<file path="src/rtl/cpu_pkg.sv">
// Shared CPU constants and small types used across the front-end pipeline.
package cpu_pkg;

  localparam int unsigned      XLEN             = 32;
  localparam logic [XLEN-1:0]  RESET_PC_DEFAULT = 32'h0000_0000;
  localparam int unsigned      INSTR_BYTES      = 4;
  // Canonical ADDI x0,x0,0; decode substitutes it while fetch has nothing valid.
  localparam logic [XLEN-1:0]  NOP_INSTR        = 32'h0000_0013;

  typedef enum logic {
    MODE_RUN   = 1'b0,
    MODE_FLUSH = 1'b1
  } fetch_mode_e;

endpackage

</file>
<file path="src/rtl/sync_fifo.sv">
// Small power-of-two synchronous FIFO with occupancy count and synchronous clear.
module sync_fifo #(
  parameter int unsigned  WIDTH = 32,
  parameter int unsigned  DEPTH = 2,
  localparam int unsigned PTR_W = (DEPTH > 1) ? $clog2(DEPTH) : 1,
  localparam int unsigned CNT_W = $clog2(DEPTH + 1)
) (
  input  logic             clk,
  input  logic             reset,
  input  logic             clr_i,
  input  logic             push_i,
  input  logic [WIDTH-1:0] wdata_i,
  input  logic             pop_i,
  output logic [WIDTH-1:0] rdata_o,
  output logic [CNT_W-1:0] count_o
);

  logic [WIDTH-1:0] mem_q [DEPTH];
  logic [PTR_W-1:0] wr_ptr_q;
  logic [PTR_W-1:0] rd_ptr_q;
  logic [CNT_W-1:0] count_q;
  logic [CNT_W-1:0] count_d;
  logic             do_pop_c;

  assign do_pop_c = pop_i && (count_q != '0);
  assign rdata_o  = mem_q[rd_ptr_q];
  assign count_o  = count_q;

  always_comb begin
    count_d = count_q;
    if (push_i && !do_pop_c) begin
      count_d = count_q + CNT_W'(1);
    end else if (!push_i && do_pop_c) begin
      count_d = count_q - CNT_W'(1);
    end
  end

  // Pointers wrap naturally because DEPTH is a power of two.
  always_ff @(posedge clk or posedge reset) begin
    if (reset) begin
      wr_ptr_q <= '0;
      rd_ptr_q <= '0;
      count_q  <= '0;
      for (int i = 0; i < int'(DEPTH); i++) begin
        mem_q[i] <= '0;
      end
    end else if (clr_i) begin
      wr_ptr_q <= '0;
      rd_ptr_q <= '0;
      count_q  <= '0;
    end else begin
      if (push_i) begin
        mem_q[wr_ptr_q] <= wdata_i;
        wr_ptr_q        <= wr_ptr_q + PTR_W'(1);
      end
      if (do_pop_c) begin
        rd_ptr_q <= rd_ptr_q + PTR_W'(1);
      end
      count_q <= count_d;
    end
  end

endmodule

</file>
<file path="src/rtl/fetch_unit.sv">
// Instruction fetch: owns the PC, issues credit-limited imem reads, buffers
// returned words for decode and discards in-flight data after a redirect.
module fetch_unit
  import cpu_pkg::*;
#(
  parameter int unsigned  N        = XLEN,
  parameter logic [N-1:0] RESET_PC = N'(RESET_PC_DEFAULT),
  parameter int unsigned  DEPTH    = 2
) (
  input  logic         clk,
  input  logic         reset,
  input  logic         redirect_valid,
  input  logic [N-1:0] redirect_pc,
  output logic         imem_req_valid,
  input  logic         imem_req_ready,
  output logic [N-1:0] imem_req_addr,
  input  logic         imem_rsp_valid,
  input  logic [N-1:0] imem_rsp_data,
  output logic         out_valid,
  input  logic         out_ready,
  output logic [N-1:0] out_pc,
  output logic [N-1:0] out_pc_plus4,
  output logic [N-1:0] out_instr
);

  localparam int unsigned CNT_W = $clog2(DEPTH + 1);
  localparam int unsigned SUM_W = CNT_W + 1;

  logic [N-1:0]     fetch_pc_q;
  logic [N-1:0]     fetch_pc_d;
  logic [CNT_W-1:0] drop_q;
  logic [CNT_W-1:0] drop_d;
  logic [CNT_W-1:0] outstanding;
  logic [CNT_W-1:0] outstanding_nxt;
  logic [CNT_W-1:0] fifo_count;
  logic [N-1:0]     inflight_pc;
  logic [2*N-1:0]   head;
  logic             credit_ok_c;
  logic             accept_c;
  logic             push_c;
  logic             pop_c;
  fetch_mode_e      mode_c;

  // Non-zero drop count means responses still belong to a squashed path.
  assign mode_c = (drop_q != '0) ? MODE_FLUSH : MODE_RUN;

  // Buffered plus in-flight words never exceed DEPTH, so responses need no backpressure.
  assign credit_ok_c     = (SUM_W'(fifo_count) + SUM_W'(outstanding)) < SUM_W'(DEPTH);
  assign imem_req_valid  = !reset && !redirect_valid && credit_ok_c;
  assign imem_req_addr   = fetch_pc_q;
  assign accept_c        = imem_req_valid && imem_req_ready;
  assign push_c          = imem_rsp_valid && (mode_c == MODE_RUN) && !redirect_valid;
  assign pop_c           = out_valid && out_ready;
  assign outstanding_nxt = outstanding + CNT_W'(accept_c) - CNT_W'(imem_rsp_valid);

  assign out_valid    = (fifo_count != '0);
  assign out_pc       = head[2*N-1:N];
  assign out_instr    = head[N-1:0];
  assign out_pc_plus4 = out_pc + N'(INSTR_BYTES);

  always_comb begin
    fetch_pc_d = fetch_pc_q;
    drop_d     = drop_q;
    if (redirect_valid) begin
      fetch_pc_d = redirect_pc & ~N'(INSTR_BYTES - 1);
      drop_d     = outstanding_nxt;
    end else begin
      if (accept_c) begin
        fetch_pc_d = fetch_pc_q + N'(INSTR_BYTES);
      end
      if (imem_rsp_valid && (mode_c == MODE_FLUSH)) begin
        drop_d = drop_q - CNT_W'(1);
      end
    end
  end

  always_ff @(posedge clk or posedge reset) begin
    if (reset) begin
      fetch_pc_q <= RESET_PC;
      drop_q     <= '0;
    end else begin
      fetch_pc_q <= fetch_pc_d;
      drop_q     <= drop_d;
    end
  end

  // Tracks addresses of accepted requests; its occupancy is the outstanding count.
  sync_fifo #(
    .WIDTH (N),
    .DEPTH (DEPTH)
  ) u_inflight_q (
    .clk     (clk),
    .reset   (reset),
    .clr_i   (1'b0),
    .push_i  (accept_c),
    .wdata_i (fetch_pc_q),
    .pop_i   (imem_rsp_valid),
    .rdata_o (inflight_pc),
    .count_o (outstanding)
  );

  sync_fifo #(
    .WIDTH (2 * N),
    .DEPTH (DEPTH)
  ) u_instr_q (
    .clk     (clk),
    .reset   (reset),
    .clr_i   (redirect_valid),
    .push_i  (push_c),
    .wdata_i ({inflight_pc, imem_rsp_data}),
    .pop_i   (pop_c),
    .rdata_o (head),
    .count_o (fifo_count)
  );

endmodule

</file>
<file path="config.mk">
export PLATFORM = sky130hd
export DESIGN_NAME = fetch_unit
export DESIGN_NICKNAME = d
export VERILOG_FILES = /design/src/rtl/cpu_pkg.sv /design/src/rtl/sync_fifo.sv /design/src/rtl/fetch_unit.sv
export SDC_FILE = /design/constraint.sdc
export NUM_CORES = 1
export LEC_CHECK = 0
export CAP_MARGIN = 20
export CORE_MARGIN = 2
export CORE_UTILIZATION = 54
export DETAILED_ROUTE_END_ITERATION = 10
export GPL_ROUTABILITY_DRIVEN = 0
export PLACE_DENSITY_LB_ADDON = 0.05
export SETUP_SLACK_MARGIN = 0.1
export SYNTH_ARGS = -nofsm -noshare
export SYNTH_HDL_FRONTEND = slang
export SYNTH_SLANG_ARGS = --single-unit
</file>
<file path="constraint.sdc">
create_clock -name clk -period 21.6 [get_ports clk]
set_clock_uncertainty 0.2 [all_clocks]
set_input_delay 4.32 -clock clk [delete_from_list [all_inputs] [get_ports clk]]
set_output_delay 4.32 -clock clk [all_outputs]
set_load 0.03 [all_outputs]
</file>
Word level (Yosys, flattened, before mapping)
Index checks and enable logic that the tools add are counted.

Add/subtract/negate cells: 14. Magnitude comparators: 7. Multiplexer cells: 26. Bitwise gates (word level): 6. Reduce and logical (&&, ||, !) cells: 31.

Operators with widths (number): $mux 64 (4); $mux 32 (6); $bwmux 128 (1); $add 32x3->32 const B (2); $bwmux 64 (1); $demux 64 s1 (1); $demux 32 s1 (1); $reduce_bool 2->1 (8); $logic_and 1x1->1 (15); $mux 2 (7); $ge 2x2->1 const B (4); $not 1->2 (4); $logic_not 1->1 (6); $sub 2x1->2 const B (3); $mux 1 (5); $add 1x1->1 const B (4); $add 2x1->2 const B (2); $lt 2x1->1 const B (2); $add 2x2->3 (1); $lt 3x2->1 const B (1); $reduce_bool 3->1 (1); $add 2x1->2 (1); $not 1->1 (2); $reduce_and 2->1 (1); $sub 2x1->2 (1).

Bits in registers: 234. Input port bits: 70. Output and inout port bits: 130. Word-level logic and storage cells: 96.

Logic depth before layout (Yosys ltp)
Depth in word-level cells: 10. Mapped depth: 12. Depth with buffers taken out: 9.

Cells and area by module
From an unflattened synthesis, not the netlist that was laid out.

Cells, all modules: 875. Area total of the unflattened synthesis: 12140.4 um2.

Modules (own cells, without submodules): sync_fifo (u_instr_q) (instances 1, cells each 363, area each 6353.6 um2, sequential area each 3303.2 um2); sync_fifo (u_inflight_q) (instances 1, cells each 194, area each 3185.6 um2, sequential area each 1701.6 um2); fetch_unit (instances 1, cells each 318, area each 2601.2 um2, sequential area each 800.8 um2).

Worst setup path after synthesis
No wires, ideal clock.

Path kind: input port to output port. From: input port redirect_valid. To: output port imem_req_valid. Arrival: 4842 ps. Required time: 17080 ps. Path slack: 12238 ps. Stages: 1. Path buffers: 0. Cell sequence: nor4_4.

Longest elaborated chain between the ends: 3.

RTL lines: from (decl) (RTL line fetch_unit.sv:12) `input logic redirect_valid,`; $logic_not 1->1 (RTL line fetch_unit.sv:49) `assign imem_req_valid = !reset && !redirect_valid && credit_ok_c;`; $logic_and 1x1->1 (2 in a row) (RTL line fetch_unit.sv:49); to (decl) (RTL line fetch_unit.sv:14) `output logic imem_req_valid,`.

No other way between the ends.

Worst setup path after layout
Same ends and word-level chain as after synthesis.

==> run_results.csv <==
group,metric,value,unit
outcome,run_status,"finished clean",
job,max_cap_violations,0,
synth,netlist-cell-type-count,58,
pwr,p_sw,777,µW
final_layout,flow.area_growth_from_synthesis,25.6,%
pwr,power_frac_clock,19.2,%
global_routing,grt_pass1_wl,39.4,mm
route,first_pass_iters,5,
cts,htreeDepth,1,
die,die_h,147,µm
synth,synth_sequential_area_ratio,50.9,%
synth,synth_top_cell_area_share,50.9,%
pwr,p_int,1.24,mW
place,place_ws,10940,ps
place,detailed_place_hpwl,15.9,mm
final_layout,utilization,68.8,%
die,coreArea,20100,µm²
die,fp-row-count,52,
critical_path,count_of_cells_along_the_worst_register_to_register_path,9,
timing,min_period,10660,ps
pwr,peakVddDrop,0.0604,mV
final_layout,final_nets,1223,
critical_path,timing.critical_path.fanout_max,49,
die,io_pins,200,
critical_path,r2r-end,"imem_req_addr[6]",
die,floorplan.die_area,21600,µm²
global_routing,largest_net_degree_at_the_start_of_global_routing,154,
die,die_width,147,µm
cts,cts_setup_buffers,0,
critical_path,setup.worst_path.end_class,"output port",
global_routing,first_global_vias,7608,
timing,timing_hold_violations_final,0,
critical_path,cp_data_required_time,17080,ps
critical_path,critical_path_class,"in2out",
synth,synth-edff-count,0,
timing,grt_setup_unrepaired,"no",
synth,post_synth.cell_area_avg,11.3,µm²
die,initial_core_util,54.8,%
global_routing,grt_overflow_total,0,
synth,synthFlopType,"sky130_fd_sc_hd__dfrtp_1",
synth,ys_ff_latch,224,
route,route.antenna.remaining_nets,0,
timing,setup_viol,0,
final_layout,antennaDiodeCount,0,
synth,synth.cell_area,11000,µm²
cts,tritoncts,"yes",
cts,clock_latency_late_sink,510,ps
synth,yosys_warnings,0,
hold_path,hold_path_class,"reg2reg",
cts,tritoncts_num_sinks,224,
cts,cts.clk_slew.worst_paths,60,ps
timing,slew_headroom,30.6,%
pwr,power_switching_share,38.5,%
global_routing,global_router_s_overall_resource_usage,22.3,%
route,ratio_of_routed_vias_to_standard_cells,5.52,
synth,post_synth_main_area_contributors,"sky130_fd_sc_hd__dfrtp_1 51%, sky130_fd_sc_hd__mux2_2 17%, sky130_fd_sc_hd__mux2i_1 4.3%",
timing,post-route-period-util,49.4,%
route,via_count,7898,
cts,postCtsResizedCells,0,
critical_path,critPathCapture,"imem_req_valid",
global_routing,antenna_found_initial,0,
pwr,power_leakage,6.05,nW
synth,synthArstFlopShare,100,%
route,wl_per_cell,16.7,µm
timing,worst_slew_pin_slew,1040,ps
timing,maxSlewViolCount,0,
timing,clock.fmax,93.8,MHz
route,post-route-drc-count,0,
cts,root_buffer,"sky130_fd_sc_hd__clkbuf_16",
pwr,power.sequential.fraction,35.5,%
critical_path,critical_path.startpoint_type,"input port",
critical_path,reg2reg_setup_slack,18170,ps
final_layout,drive_gt1_share,20.9,%
synth,synthCells,975,
timing,finalWorstSetupSlack,10940,ps
timing,fin_tns_setup,0,ps
synth,post-synth-top-area-cell,"sky130_fd_sc_hd__dfrtp_1",
pwr,comb_power_share,45.4,%
cts,clockBufferDepth,3,
route,drt_iter0_drc,427,
route,totalWireLength,23.9,mm
cts,number_of_buffers_inserted_during_clock_tree_synthesis,25,
cts,holdBufCountCts,0,
critical_path,cp.arrival,6140,ps
place,place.port_buffers,191,
critical_path,setup.worst_path.start,"redirect_valid",
pwr,power.density,146,nW/µm²
critical_path,r2r_path_start,"u_instr_q.count_o[0]",
cell type report:
cell class	instances	area, µm²
clock buffer	35	703
fill	1530	6270
multi-input combinational	673	5040
inverter	21	86.3
clock inverter	8	42.5
sequential	224	5610
timing repair buffer	201	2010
tap	270	338
flip-flops by register name (all words and copies together), names as in the netlist:
signal / cells
drop_q: 2
imem_req_addr: 30
u_inflight_q.count_o: 2
u_inflight_q.mem_q: 60
u_inflight_q.rd_ptr_q: 1
u_inflight_q.wr_ptr_q: 1
u_instr_q.count_o: 2
u_instr_q.mem_q: 124
u_instr_q.rd_ptr_q: 1
u_instr_q.wr_ptr_q: 1
worst max-delay path, cell delays in order:
cell and delay (ps):
sky130_fd_sc_hd__clkdlybuf4s50_1 400, sky130_fd_sc_hd__buf_4 280, sky130_fd_sc_hd__nor4_4 400, sky130_fd_sc_hd__clkdlybuf4s50_1 730
placed cells by master (no fill, tap or decap), types with 9 or more instances in the layout:
cell                              synthesis  final
sky130_fd_sc_hd__a21oi_1                 39     39
sky130_fd_sc_hd__dfrtp_1                224    223
sky130_fd_sc_hd__nand4_1                 18     18
sky130_fd_sc_hd__o21ai_0                 56     56
sky130_fd_sc_hd__clkbuf_16                0     25
sky130_fd_sc_hd__nand2_1                 99     98
sky130_fd_sc_hd__nand2b_1                10     10
sky130_fd_sc_hd__clkdlybuf4s50_1          0    191
sky130_fd_sc_hd__buf_4                    9      9
sky130_fd_sc_hd__nand3_1                 25     25
sky130_fd_sc_hd__nor3_1                  10      9
sky130_fd_sc_hd__mux2i_1                 47     47
sky130_fd_sc_hd__xnor2_1                 21     21
sky130_fd_sc_hd__inv_1                   20     19
sky130_fd_sc_hd__mux2_2                 167    167
sky130_fd_sc_hd__xor2_1                  16     16
sky130_fd_sc_hd__nor2_1                  61     60
power groups by stage:
| stage | Combinational (mW) | Sequential [mW] | Clock (mW) |
|---|---|---|---|
| 3_5_place_dp | 0.919 | 0.722 | 0 |
| 5_1_grt | 0.983 | 0.740 | 0.419 |
| 4_1_cts | 0.924 | 0.716 | 0.396 |
| 3_3_place_gp | 0.905 | 0.713 | 0 |
| 2_1_floorplan | 0.615 | 0.697 | 0 |
| 6_report | 0.916 | 0.716 | 0.387 |
per-layer routing:
layer | share of wire (%) | track usage (%)
met5 | 0 | 0
met4 | 1.2 | 4.71
met3 | 5.5 | 3.29
met2 | 45 | 34.3
met1 | 48 | 33.8
how the worst min path moves through the flow:
stage                                         to                   start  slack, ps  cells after the start
after floorplan              u_instr_q.mem_q[63]     u_instr_q.mem_q[63]        240                      2
after global placement       u_instr_q.mem_q[63]     u_instr_q.mem_q[63]        260                      2
after detailed placement     u_instr_q.mem_q[63]     u_instr_q.mem_q[63]        270                      2
after CTS                    u_instr_q.mem_q[63]     u_instr_q.mem_q[63]        280                      2
after global routing      u_inflight_q.mem_q[36]  u_inflight_q.mem_q[36]        310                      2
final                     u_inflight_q.mem_q[15]  u_inflight_q.mem_q[15]        280                      2
logic make-up after synthesis:
| kind of cell | count (synthesis) | synth area share, % |
|---|---|---|
| simple gates | 272 | 12.7 |
| flops | 224 | 50.9 |
| mux | 214 | 21.3 |
| compound gates | 137 | 7.59 |
| buf+inv | 83 | 3.62 |
| xor+xnor | 37 | 2.94 |
| fa+ha+maj | 7 | 0.863 |
| other cells | 1 | 0.0340 |
synth_stat cells, types with 4 or more instances:
library cell and n:
sky130_fd_sc_hd__xor2_1 16, sky130_fd_sc_hd__buf_4 9, sky130_fd_sc_hd__a221o_1 5, sky130_fd_sc_hd__and2_1 4, sky130_fd_sc_hd__nor2_1 61, sky130_fd_sc_hd__xnor2_1 21, sky130_fd_sc_hd__o211ai_1 8, sky130_fd_sc_hd__inv_1 20
sky130_fd_sc_hd__mux2_2 167, sky130_fd_sc_hd__o21ai_0 56, sky130_fd_sc_hd__buf_2 25, sky130_fd_sc_hd__dfrtp_1 224, sky130_fd_sc_hd__a22oi_1 7, sky130_fd_sc_hd__and3_1 7, sky130_fd_sc_hd__nand2_1 99, sky130_fd_sc_hd__a21oi_1 39
sky130_fd_sc_hd__clkbuf_1 22, sky130_fd_sc_hd__nor3_1 10, sky130_fd_sc_hd__mux2i_1 47, sky130_fd_sc_hd__nand3b_1 8, sky130_fd_sc_hd__nand2b_1 10, sky130_fd_sc_hd__nand3_1 25, sky130_fd_sc_hd__nand4_1 18, sky130_fd_sc_hd__ha_1 6
per-stage QoR:
stage          area, µm²  total power [mW]  hold slack [ps]  std cells
2_1_floorplan      11000              1.31              244        980
3_3_place_gp       13100              1.62              258       1388
3_5_place_dp       13100              1.64              268       1388
4_1_cts            13800              2.04              281       1431
5_1_grt            13800              2.14              309       1432
6_report           13800              2.02              277       1432
No activity file was read; power rests on OpenSTA's default activity.
